**src/rtl/sevenseg_pkg.sv**
```systemverilog
// Shared constants for the multiplexed seven-segment display driver.
// Segment patterns are {g,f,e,d,c,b,a}, active low.
package sevenseg_pkg;

    localparam int NDIG = 4;

    localparam logic [6:0]  SEG_OFF  = 7'h7F;
    localparam logic [6:0]  SEG_DASH = 7'b0111111;
    localparam logic [15:0] MAX_DEC  = 16'd9999;

    // Entry n is the glyph for hex digit n (index 15 is listed first).
    localparam logic [15:0][6:0] SEG_LUT = {
        7'b0001110, 7'b0000110, 7'b0100001, 7'b1000110,
        7'b0000011, 7'b0001000, 7'b0010000, 7'b0000000,
        7'b1111000, 7'b0000010, 7'b0010010, 7'b0011001,
        7'b0110000, 7'b0100100, 7'b1111001, 7'b1000000
    };

    function automatic logic [6:0] seg_of(input logic [3:0] digit);
        return SEG_LUT[digit];
    endfunction

endpackage

```
**src/rtl/sevenseg_if.sv**
```systemverilog
// Display value/control inputs and the multiplexed panel outputs.
// Master drives the value and controls; slave (the scanner) drives the panel.
interface sevenseg_if;
    logic [15:0] value;
    logic        dec_mode;
    logic        lz_en;
    logic [3:0]  blank;
    logic [3:0]  dp;
    logic [6:0]  seg_n;
    logic        dp_n;
    logic [3:0]  an_n;
    logic        ovf;
    logic        busy;

    modport master (
        output value, dec_mode, lz_en, blank, dp,
        input  seg_n, dp_n, an_n, ovf, busy
    );

    modport slave (
        input  value, dec_mode, lz_en, blank, dp,
        output seg_n, dp_n, an_n, ovf, busy
    );
endinterface

```
**src/rtl/bin2bcd_seq.sv**
```systemverilog
// Sequential double-dabble: 16-bit binary to BCD in 17 busy cycles.
// done pulses on the last busy cycle; a start while busy restarts the conversion.
module bin2bcd_seq
    import sevenseg_pkg::*;
(
    input  logic        clk,
    input  logic        clr_n,
    input  logic        start,
    input  logic [15:0] bin,
    output logic        busy,
    output logic        done,
    output logic [15:0] bcd,
    output logic        ovf
);

    logic        busy_q, busy_d;
    logic [4:0]  cnt_q, cnt_d;
    logic [15:0] sh_q, sh_d;
    logic [19:0] acc_q, acc_d;
    logic        ovf_q, ovf_d;
    logic [19:0] adj;
    logic [35:0] shifted;

    always_comb begin
        adj = acc_q;
        for (int k = 0; k < 5; k++) begin
            if (acc_q[4*k +: 4] >= 4'd5) adj[4*k +: 4] = acc_q[4*k +: 4] + 4'd3;
        end
        shifted = {adj, sh_q} << 1;

        busy_d = busy_q;
        cnt_d  = cnt_q;
        sh_d   = sh_q;
        acc_d  = acc_q;
        ovf_d  = ovf_q;
        if (start) begin
            busy_d = 1'b1;
            cnt_d  = '0;
            sh_d   = bin;
            acc_d  = '0;
            ovf_d  = (bin > MAX_DEC);
        end else if (busy_q) begin
            // Sixteen shift steps, then one cycle to hand the result over.
            if (cnt_q == 5'd16) begin
                busy_d = 1'b0;
            end else begin
                {acc_d, sh_d} = shifted;
                cnt_d         = cnt_q + 5'd1;
            end
        end
    end

    always_ff @(posedge clk or negedge clr_n) begin
        if (!clr_n) begin
            busy_q <= 1'b0;
            cnt_q  <= '0;
            sh_q   <= '0;
            acc_q  <= '0;
            ovf_q  <= 1'b0;
        end else begin
            busy_q <= busy_d;
            cnt_q  <= cnt_d;
            sh_q   <= sh_d;
            acc_q  <= acc_d;
            ovf_q  <= ovf_d;
        end
    end

    assign busy = busy_q;
    assign done = busy_q && (cnt_q == 5'd16) && !start;
    assign bcd  = acc_q[15:0];
    assign ovf  = ovf_q;

endmodule

```
**src/rtl/sevenseg_scan.sv**
```systemverilog
// Four-digit multiplexed seven-segment scanner, hex or decimal, one digit per SCAN_DIV cycles.
// Panel outputs are registered and change only on a scan tick; no backpressure.
module sevenseg_scan
    import sevenseg_pkg::*;
#(
    parameter int SCAN_DIV = 100000
) (
    input  logic       clk,
    input  logic       clr_n,
    sevenseg_if.slave  io
);

    localparam int             PW        = (SCAN_DIV > 1) ? $clog2(SCAN_DIV) : 1;
    localparam logic [PW-1:0]  PRESC_MAX = PW'(SCAN_DIV - 1);

    logic [PW-1:0]           presc_q, presc_d;
    logic [1:0]              slot_q, slot_d;
    logic                    started_q, started_d;
    logic [15:0]             snap_q, snap_d;
    logic                    hex_ld_q, hex_ld_d;
    logic [NDIG-1:0][3:0]    digit_q, digit_d;
    logic                    ovf_q, ovf_d;
    logic [3:0]              an_q, an_d;
    logic [6:0]              seg_q, seg_d;
    logic                    dpn_q, dpn_d;

    logic                    tick, sample, lead_zero, slot_off;
    logic                    conv_start, conv_busy, conv_done, conv_ovf;
    logic [15:0]             conv_bcd;

    bin2bcd_seq u_bcd (
        .clk   (clk),
        .clr_n (clr_n),
        .start (conv_start),
        .bin   (io.value),
        .busy  (conv_busy),
        .done  (conv_done),
        .bcd   (conv_bcd),
        .ovf   (conv_ovf)
    );

    always_comb begin
        tick      = (presc_q == PRESC_MAX);
        presc_d   = tick ? '0 : presc_q + 1'b1;
        // slot_q names the digit the next tick will show.
        slot_d    = tick ? slot_q + 2'd1 : slot_q;
        sample    = !started_q || (tick && slot_q == 2'(NDIG - 1));
        started_d = 1'b1;
        snap_d    = sample ? io.value : snap_q;
        hex_ld_d  = sample && !io.dec_mode;
        conv_start = sample && io.dec_mode;

        digit_d = digit_q;
        ovf_d   = ovf_q;
        if (hex_ld_q) begin
            digit_d = snap_q;
            ovf_d   = 1'b0;
        end else if (conv_done) begin
            digit_d = conv_bcd;
            ovf_d   = conv_ovf;
        end

        lead_zero = 1'b1;
        for (int i = 0; i < NDIG; i++) begin
            if (i >= int'(slot_q) && digit_q[i] != 4'd0) lead_zero = 1'b0;
        end
        slot_off = io.blank[slot_q] ||
                   (io.lz_en && !ovf_q && slot_q != 2'd0 && lead_zero);

        an_d  = an_q;
        seg_d = seg_q;
        dpn_d = dpn_q;
        if (tick) begin
            if (slot_off) begin
                an_d  = 4'hF;
                seg_d = SEG_OFF;
                dpn_d = 1'b1;
            end else begin
                an_d  = ~(4'b0001 << slot_q);
                seg_d = ovf_q ? SEG_DASH : seg_of(digit_q[slot_q]);
                dpn_d = ~io.dp[slot_q];
            end
        end
    end

    always_ff @(posedge clk or negedge clr_n) begin
        if (!clr_n) begin
            presc_q   <= '0;
            slot_q    <= '0;
            started_q <= 1'b0;
            snap_q    <= '0;
            hex_ld_q  <= 1'b0;
            digit_q   <= '0;
            ovf_q     <= 1'b0;
            an_q      <= 4'hF;
            seg_q     <= SEG_OFF;
            dpn_q     <= 1'b1;
        end else begin
            presc_q   <= presc_d;
            slot_q    <= slot_d;
            started_q <= started_d;
            snap_q    <= snap_d;
            hex_ld_q  <= hex_ld_d;
            digit_q   <= digit_d;
            ovf_q     <= ovf_d;
            an_q      <= an_d;
            seg_q     <= seg_d;
            dpn_q     <= dpn_d;
        end
    end

    assign io.an_n  = an_q;
    assign io.seg_n = seg_q;
    assign io.dp_n  = dpn_q;
    assign io.ovf   = ovf_q;
    assign io.busy  = conv_busy;

endmodule

```
**src/flat_wrapper.sv**
```systemverilog
// flat-port wrapper written by rule: the top's interface ports become plain ports
module sevenseg_scan_flat import sevenseg_pkg::*;
#(
    parameter int SCAN_DIV = 100000
)
  (clk, clr_n, io_value, io_dec_mode, io_lz_en, io_blank, io_dp, io_seg_n, io_dp_n, io_an_n, io_ovf, io_busy);
  sevenseg_if io_i ();
  input  logic clk;
  input  logic clr_n;
  input wire logic [$bits(io_i.value)-1:0] io_value;
  input wire logic [$bits(io_i.dec_mode)-1:0] io_dec_mode;
  input wire logic [$bits(io_i.lz_en)-1:0] io_lz_en;
  input wire logic [$bits(io_i.blank)-1:0] io_blank;
  input wire logic [$bits(io_i.dp)-1:0] io_dp;
  output wire logic [$bits(io_i.seg_n)-1:0] io_seg_n;
  output wire logic [$bits(io_i.dp_n)-1:0] io_dp_n;
  output wire logic [$bits(io_i.an_n)-1:0] io_an_n;
  output wire logic [$bits(io_i.ovf)-1:0] io_ovf;
  output wire logic [$bits(io_i.busy)-1:0] io_busy;
  assign io_i.value = io_value;
  assign io_i.dec_mode = io_dec_mode;
  assign io_i.lz_en = io_lz_en;
  assign io_i.blank = io_blank;
  assign io_i.dp = io_dp;
  assign io_seg_n = io_i.seg_n;
  assign io_dp_n = io_i.dp_n;
  assign io_an_n = io_i.an_n;
  assign io_ovf = io_i.ovf;
  assign io_busy = io_i.busy;
  sevenseg_scan #(.SCAN_DIV(SCAN_DIV)) u_core (.clk(clk), .clr_n(clr_n), .io(io_i));
endmodule
```
**config.mk**
```make
export PLATFORM = sky130hd
export DESIGN_NAME = sevenseg_scan_flat
export DESIGN_NICKNAME = d
export VERILOG_FILES = /design/src/rtl/sevenseg_pkg.sv /design/src/rtl/sevenseg_if.sv /design/src/rtl/bin2bcd_seq.sv /design/src/rtl/sevenseg_scan.sv /design/src/flat_wrapper.sv
export SDC_FILE = /design/constraint.sdc
export NUM_CORES = 1
export LEC_CHECK = 0
export ABC_AREA = 1
export CAP_MARGIN = 30
export CORE_UTILIZATION = 60
export CTS_CLUSTER_DIAMETER = 40
export DETAILED_ROUTE_END_ITERATION = 8
export PLACE_DENSITY = 0.81
export SLEW_MARGIN = 10
export SYNTH_ARGS = -nofsm -noshare
export SYNTH_HDL_FRONTEND = slang
export SYNTH_HIERARCHICAL = 1
export SYNTH_SLANG_ARGS = --single-unit
```
**constraint.sdc**
```tcl
create_clock -name clk -period 5.8 [get_ports clk]
set_clock_uncertainty 0.1 [all_clocks]
set_input_delay 0.87 -clock clk [delete_from_list [all_inputs] [get_ports clk]]
set_output_delay 0.87 -clock clk [all_outputs]
set_load 0.05 [all_outputs]
```
# Yosys cells after proc, flatten, opt, wreduce, memory -nomap -nowiden
# Memory sizes are Yosys's and may differ from the RTL's.
# Index checks and enable logic that the tools add are counted.
# op_classes
eq_ne,4
reduce_logical,25
n_addsub,8
shifts,1
n_lt_le_gt_ge,11
bitwise,2
n_mux,37
# op_table
cell,n
two-way mux 16 bit,5
two-way mux 20 bit,3
two-way mux 4 bit,6
two-way mux 7 bit,3
>= comparator 4 x 3 -> 1 bit (second input constant),5
adder 17 x 1 -> 17 bit (second input constant),1
== test 17 bit (second input constant),1
two-way mux 17 bit,1
adder 4 x 2 -> 4 bit (second input constant),4
greater-than comparator 16 x 14 -> 1 bit (second input constant),1
nonzero test 4 bit,4
two-way mux 5 bit,3
two-way mux 1 bit,12
logical AND 1 bit,11
binary-select mux 4 bit (select 2 bit),1
nonzero test 2 bit,3
adder 5 x 1 -> 5 bit (second input constant),1
== test 5 bit (second input constant),1
less-than comparator 4 x 5 -> 1 bit (second input constant),1
binary-select mux 1 bit (select 2 bit),2
>= comparator 1 x 2 -> 1 bit (first input constant),2
zero test 1 bit,4
NOT 4 bit,1
left shift 1 x 2 -> 4 bit (first input constant),1
other kinds (10),11
# word_totals
inputBits,28
rom_bits,112
memories,1
register_bits,109
out_inout_bits,14
# memory_table
memory,depth,word_bits,rd,rd_clocked_by_memory_dff,wr,line_no,text
(no name shown),16,7,1,0,0,sevenseg_pkg.sv:20,return SEG_LUT[digit];

# Depth between registers and ports, before layout
# Gate-level depths: netlist of the first run.
# depth
depth_word,9
mapped_depth,18
ltp_nobuf,16

# Modules after synthesis
# The synthesis of the first run kept the hierarchy.
# modules_own_cells
module,seq_area_each_um2,cells_each,area_each_um2,n_inst
sevenseg_scan,1666.6,450,3494.6,1
bin2bcd_seq,975.9,275,2328.5,1

# Worst setup path after synthesis of the first run
# OpenSTA, ideal clock, no wires.
# synth_timing
path_kind,flip-flop to flip-flop
from,register u_core.presc_q[0]
to,register u_core/digit_q[3] in the netlist's numbering
n_path_buf,3
path_stages_with_launch,19
arrival_ns,2.454
path_slack_ns,3.159
required_time_ns,5.613
period_less_slack_ns,2.641
path_cell_list,dfrtp_1 -> ha_1 -> nand2_1 -> nor2_4 -> inv_2 -> nor2_2 -> nand2_2 -> o21ai_4 -> inv_2 -> buf_6 -> nor2_2 -> buf_6 -> inv_4 -> nand4_4 -> nor2_1 -> nor2_1 -> clkbuf_1 -> nand2_1 -> o211ai_1
# synth_via
elab_chain_len,7
# synth_rtl
item,line_no,text
start: declaration,sevenseg_scan.sv:16,"logic [PW-1:0] presc_q, presc_d;"
start signal: assignment,sevenseg_scan.sv:99,presc_q <= presc_d;
== test 17 bit,sevenseg_scan.sv:43,tick = (presc_q == PRESC_MAX);
logical AND 1 bit,sevenseg_scan.sv:47,sample = !started_q || (tick && slot_q == 2'(NDIG - 1));
logical OR 1 bit,sevenseg_scan.sv:47,
logical AND 1 bit,sevenseg_scan.sv:51,conv_start = sample && io.dec_mode;
net u_core.conv_start,sevenseg_scan.sv:28,"logic conv_start, conv_busy, conv_done, conv_ovf;"
zero test 1 bit,bin2bcd_seq.sv:70,assign done = busy_q && (cnt_q == 5'd16) && !start;
logical AND 1 bit,bin2bcd_seq.sv:70,
net u_core.conv_done,sevenseg_scan.sv:28,
nonzero test 2 bit (no source line),--,
end signal: assignment,sevenseg_scan.sv:104,digit_q <= digit_d;
end: declaration,sevenseg_scan.sv:21,"logic [NDIG-1:0][3:0] digit_q, digit_d;"
# The timed path passes the listed nets, and every way through them passes these cells.
# A chain may end at the register's enable or synchronous reset.

# Worst setup path in the final report of the first run
# layout_timing
from,register u_core.presc_q[0]
to,register u_core/digit_q[14] in the netlist's numbering
# The elaborated chain is that of the path after synthesis.

==> results of run 1 <==
==> layout make-up <==
cell class,count,area [µm²],share of cell area (%)
sequential,105,2640,41.1
clock inverter,7,80.1,1.25
clock buffer,9,124,1.93
inverter,80,304,4.73
tap,129,161,2.51
timing repair buffer,43,423,6.58
multi-input combinational,519,2700,41.9
==> how the worst max path moves through the flow <==
stage | endpoint | depth (start not counted)
4_1_cts | u_core/digit_q[15] | 17
3_3_place_gp | u_core/digit_q[14] | 17
5_1_grt | u_core/digit_q[14] | 17
3_5_place_dp | u_core/digit_q[15] | 17
2_1_floorplan | u_core/digit_q[3] | 18
6_report | u_core/digit_q[14] | 17
==> registers in the layout, indices dropped and copies added, names as in the netlist, 4 cells and up <==
signal,flops
u_core/digit_q,16
u_core/u_bcd/sh_q,16
u_core/io.an_n,4
u_core/u_bcd/cnt_q,5
u_core/u_bcd/acc_q,16
u_core/io.seg_n,7
u_core/snap_q,16
u_core/presc_q,17
==> synth_stat cells, drive strengths merged (2+ instances only) <==
library cell,number
ha,21
nand4,17
buf,16
o22ai,4
dfstp,12
nand2,236
inv,79
mux2i,12
nand3,72
a21boi,2
o21ai,56
nor2,59
or2,6
nor3,2
a21oi,14
dfrtp,93
o211ai,5
xor2,9
clkbuf,5
==> critical path, stage by stage, from the launching register on <==
cell and delay, ns:
dfrtp_1 0.38, ha_1 0.20, nand2_1 0.12, nor2_4 0.13
inv_2 0.05, nor2_2 0.11, nand2_2 0.13, o21ai_4 0.47
inv_2 0.23, nor2_2 0.12, buf_4 0.27, inv_4 0.11
nand4_4 0.12, nor2_1 0.19, nor2_1 0.64, inv_1 0.24
o21ai_0 0.14, o22ai_1 0.10
==> logic make-up (layout without fill, tap and decap cells) <==
kind of cell	Yosys count	after routing	share of synthesized area, %
buf+inv	101	139	8.34
other cells	1	1	0.0644
simple gates	394	394	29.4
compound gates	81	81	8.70
xor+xnor	10	10	1.50
fa+ha+maj	21	21	4.51
mux	12	12	2.06
flops	105	105	45.4
==> power groups by stage <==
stage / Sequential [mW] / Clock (mW) / Combinational (mW)
floorplan: 0.936 / 0 / 0.383
global placement: 0.969 / 0 / 0.447
detailed placement: 0.976 / 0 / 0.480
CTS: 0.962 / 0.469 / 0.481
global route: 0.979 / 0.499 / 0.556
finish: 0.964 / 0.456 / 0.481
==> layer usage <==
metal  global-route usage (%)  up-vias  part of all wire (%)
met5                        0        -                     0
met4                     9.48        0                   2.1
met3                     4.23       21                   4.2
met2                     46.5      138                    51
met1                     33.4     2242                    43
li1                         -     2398                     -
==> flow_summary.toml, run 1 <==
[synthesis]
ys_seq_area_share_pct = 45.4
syn_inst = 725
synthArstFlopShare_pct = 100
synth_top_area_share_pct = 40.0
synth_cell_types = 40
synth_edf_count = 0
synthTopCellsByArea = "dfrtp_1 (40%), nand2_1 (15%), nand3_1 (6.0%)"
yosysWarnings = 6
synth-seq-cells = 105
synth_ff_type = "dfrtp_1"
syn-cell-area_mm2 = 0.00582
yosysTopAreaCell = "dfrtp_1"
synth.avg_cell_area_um2 = 8.03
syn_nets = 774

[clocking]
cts.path.max_buffers = 2
path_clk_slew_ns = 0.12
clk_latency_ns = 0.38
cts_resized = 0
ctsHoldBuffers = 0
htree_levels = 3
post_cts_buffers = 0
root_buffer = "clkbuf_8"
cts_buffers = 9
cts_tree = "built"
cts_sinks = 105

[place]
place_ws_ns = 1.87
portBuffers = 41
place_inst = 876
place_area_mm2 = 0.00623
place_hpwl_mm = 9.21
gp_congestion = 0.889

[global_route]
grt_pass1_wl_mm = 21.1
grt_max_degree = 67
grt_pass1_vias = 4675
grt_overflow_total = 0
gr-usage-all-layers_pct = 26.5
grt_antenna_before_repair = 0

[route]
firstDrtPassIters = 5
wl_per_cell_um = 13.8
drtAntennaViolNets = 0
drc = 0
wl_mm = 12.3
vias = 4799
via_per_inst = 5.38
drtIter0Drc = 271

[worst_setup_path]
r2r_cells = 17
crit_required_ns = 5.96
cp-startpoint = "u_core/presc_q[0]"
cp-start-kind = "register"
r2r_start = "u_core/presc_q[0]"
reg2reg_to = "u_core/digit_q[14]"
rrSetupSlack_ns = 1.82
path_max_fanout = 22
critPathArrivalTime_ns = 4.13
path_class = "reg2reg"
cp-end-kind = "register"

[power]
leakage_nw = 3.14
pwr-share-clk_pct = 24.0
p_int_mw = 1.20
combPwrFrac_pct = 25.3
p_total_mw = 1.90
p_sw_uw = 697
seq_power_share_pct = 50.7
switching_share_pct = 36.7
vdd_drop_max_mv = 0.208
p_per_area_mw_per_mm2 = 296

[floorplanning]
core_mm2 = 0.00933
num_io_pins = 42
dieArea_mm2 = 0.0101
num_rows = 35
die_x_um = 101
die-height_um = 101
initial_core_util_pct = 62.4

[finish]
n_antenna_cell = 0
areaGrowthSynthToFinish_pct = 10.4
fillerInstances = 809
design_area_mm2 = 0.00643
mostFrequentLayoutCell = "nand2_1"
nets = 807
finish.utilization_pct = 68.9
drive_above_1_share_pct = 11.0
instances_no_fill = 892
final_cell_mix = "nand2_1 (227), dfrtp_1 (93), nand3_1 (70), inv_1 (70), nor2_1 (52)"

[status]
status = "completed"

[timing]
finalWorstSetupSlack_ns = 1.82
rsz0062_at_grt = "false"
hold_viol_final = 0
max_freq_mhz = 252
period_share_pct = 68.6
drv_slew = 0
fin_hold_ws_ns = 0.355
relSlewSlack_pct = 44.1
setup_tns_ns = 0
final.min_clock_period_ns = 3.98
setup_viol = 0
tightest_slew_ns = 0.836

[hold_path]
holdCritPathClass = "in2async"

[job]
maxCapViolCount = 0
No activity file was read; power rests on OpenSTA's default activity.
==> run 2, diff against run 1 <==
--- a/config.mk
+++ b/config.mk
@@ -7,10 +7,10 @@
 export LEC_CHECK = 0
 export ABC_AREA = 1
 export CAP_MARGIN = 30
-export CORE_UTILIZATION = 60
+export CORE_UTILIZATION = 59
 export CTS_CLUSTER_DIAMETER = 40
 export DETAILED_ROUTE_END_ITERATION = 8
-export PLACE_DENSITY = 0.81
+export PLACE_DENSITY = 0.8
 export SLEW_MARGIN = 10
 export SYNTH_ARGS = -nofsm -noshare
 export SYNTH_HDL_FRONTEND = slang
==> constraint.sdc (replaced) <==
create_clock -name clk -period 3.9 [get_ports clk]
set_clock_uncertainty 0.1 [all_clocks]
set_input_delay 0.585 -clock clk [delete_from_list [all_inputs] [get_ports clk]]
set_output_delay 0.585 -clock clk [all_outputs]
set_load 0.05 [all_outputs]
==> run 2 against run 1 <==
Clock-buffer cell count is the same. Global-route usage shrank 0.42 points. Sequential cell count is the same. Combinational power grew 51%. Power grew 52%. Register-to-register slack lost 1.2 ns. Critical endpoint unchanged.
==> flow_summary.toml, run 2 (synthesis results as in run 1) <==
[worst_setup_path]
crit_required_ns = 4.10
path_max_fanout = 15
path_class = "reg2reg"
cp-start-kind = "register"
cp-end-kind = "register"
critPathArrivalTime_ns = 3.46

[clocking]
root_buffer = "clkbuf_8"
cts_buffers = 9
path_clk_slew_ns = 0.11
htree_levels = 3
clk_latency_ns = 0.37
cts_resized = 0
ctsHoldBuffers = 0
cts_tree = "built"
cts.path.max_buffers = 2
cts_sinks = 105
post_cts_buffers = 0

[timing]
drv_slew = 0
period_share_pct = 83.6
setup_tns_ns = 0
tightest_slew_ns = 0.867
finalWorstSetupSlack_ns = 0.640
final.min_clock_period_ns = 3.26
relSlewSlack_pct = 42.0
rsz0062_at_grt = "false"
max_freq_mhz = 307
hold_viol_final = 0
fin_hold_ws_ns = 0.0375
setup_viol = 0

[route]
wl_per_cell_um = 13.9
firstDrtPassIters = 5
vias = 4847
wl_mm = 12.5
drtIter0Drc = 338
via_per_inst = 5.42
drc = 0
drtAntennaViolNets = 0

[hold_path]
holdCritPathClass = "in2async"

[finish]
instances_no_fill = 895
nets = 810
n_antenna_cell = 0
drive_above_1_share_pct = 11.4
mostFrequentLayoutCell = "nand2_1"
largest_register = "u_core/presc_q"
design_area_mm2 = 0.00649
final_cell_mix = "nand2_1 (227), dfrtp_1 (93), nand3_1 (70), inv_1 (70), nor2_1 (52)"
largest_reg_flops = 17
areaGrowthSynthToFinish_pct = 11.5
fillerInstances = 769

[place]
place_hpwl_mm = 9.11
place_area_mm2 = 0.00627
gp_congestion = 0.897
place_inst = 879
place_ws_ns = 0.739
portBuffers = 41

[power]
pwr-share-clk_pct = 25.1
p_per_area_mw_per_mm2 = 445
combPwrFrac_pct = 25.1
seq_power_share_pct = 49.7
leakage_nw = 3.16
switching_share_pct = 35.9
p_sw_mw = 1.04
p_int_mw = 1.85
vdd_drop_max_mv = 0.339

[job]
maxCapViolCount = 0

[floorplanning]
die-height_um = 101
dieArea_mm2 = 0.0103
initial_core_util_pct = 61.8
num_io_pins = 42
die_x_um = 101
num_rows = 35
core_mm2 = 0.00942

[global_route]
grt_antenna_before_repair = 0
grt_max_degree = 57
grt_pass1_vias = 4659
grt_pass1_wl_mm = 20.8
gr-usage-all-layers_pct = 26.1
grt_overflow_total = 0

[status]
status = "completed"
run 2: changes by cell type in the layout (fill, tap and decap cells not counted):
cell / change
buf_16: +1
buf_4: +2
bufinv_16: +1
clkinv_2: -1
clkinv_4: +2
inv_6: +1
inv_8: -3
run 2: final timing paths:
check	from	endpoint	slack, ns	cells after the start
worst min-delay path	clr_n	u_core/presc_q[15]	0.04	1
worst min register to register	u_core/snap_q[14]	u_core/snap_q[14]	0.38	2
worst max-delay path	u_core/presc_q[0]	u_core/digit_q[14]	0.64	17
min in group clk	u_core/snap_q[14]	u_core/snap_q[14]	0.38	2
max in group asynchronous	clr_n	u_core/u_bcd/ovf	2.72	3
worst max register to register	u_core/presc_q[0]	u_core/digit_q[14]	0.64	17
run 2: final cells by class:
| cell class | count | area (µm²) | share of cell area, % |
|---|---|---|---|
| Multi-Input combinational cell | 519 | 2700 | 41.5 |
| Sequential cell | 105 | 2640 | 40.7 |
| Timing Repair Buffer | 46 | 465 | 7.17 |
| Inverter | 80 | 304 | 4.68 |
| Tap cell | 129 | 161 | 2.49 |
| Clock buffer | 9 | 124 | 1.91 |
| Clock inverter | 7 | 97.6 | 1.50 |
run 2: critical path, cell delays in order (launching register included):
cell,delay (ns)
dfrtp_1,0.42
ha_1,0.24
nand2_1,0.14
nor2_4,0.05
inv_2,0.06
nor2_2,0.04
nand2_2,0.14
o21ai_4,0.08
inv_2,0.20
nor2_2,0.09
inv_4,0.12
nand4_4,0.12
nor2_1,0.68
nor2_1,0.08
buf_4,0.22
inv_1,0.15
o21ai_0,0.11
o22ai_1,0.15
run 2: stage by stage:
| step | util [%] | power [mW] |
|---|---|---|
| floorplan | - | 1.96 |
| global placement | 66.3 | 2.11 |
| detailed placement | 66.6 | 2.17 |
| CTS | 68.9 | 2.90 |
| global route | 68.9 | 3.08 |
| finish | 68.9 | 2.89 |
run 2: per-layer routing:
layer	wire [µm]	part of all wire (%)	track usage, %
met5	0	0	0
met4	164	1.3	8.25
met3	563	4.5	6.56
met2	6270	50	46.4
met1	5460	44	31.1
run 2: power groups by stage:
stage          registers [mW]  logic (mW)  clock network [mW]
2_1_floorplan            1.39       0.570                   0
3_3_place_gp             1.44       0.667                   0
3_5_place_dp             1.45       0.716                   0
4_1_cts                  1.43       0.718               0.751
5_1_grt                  1.46       0.826               0.798
6_report                 1.44       0.726               0.726
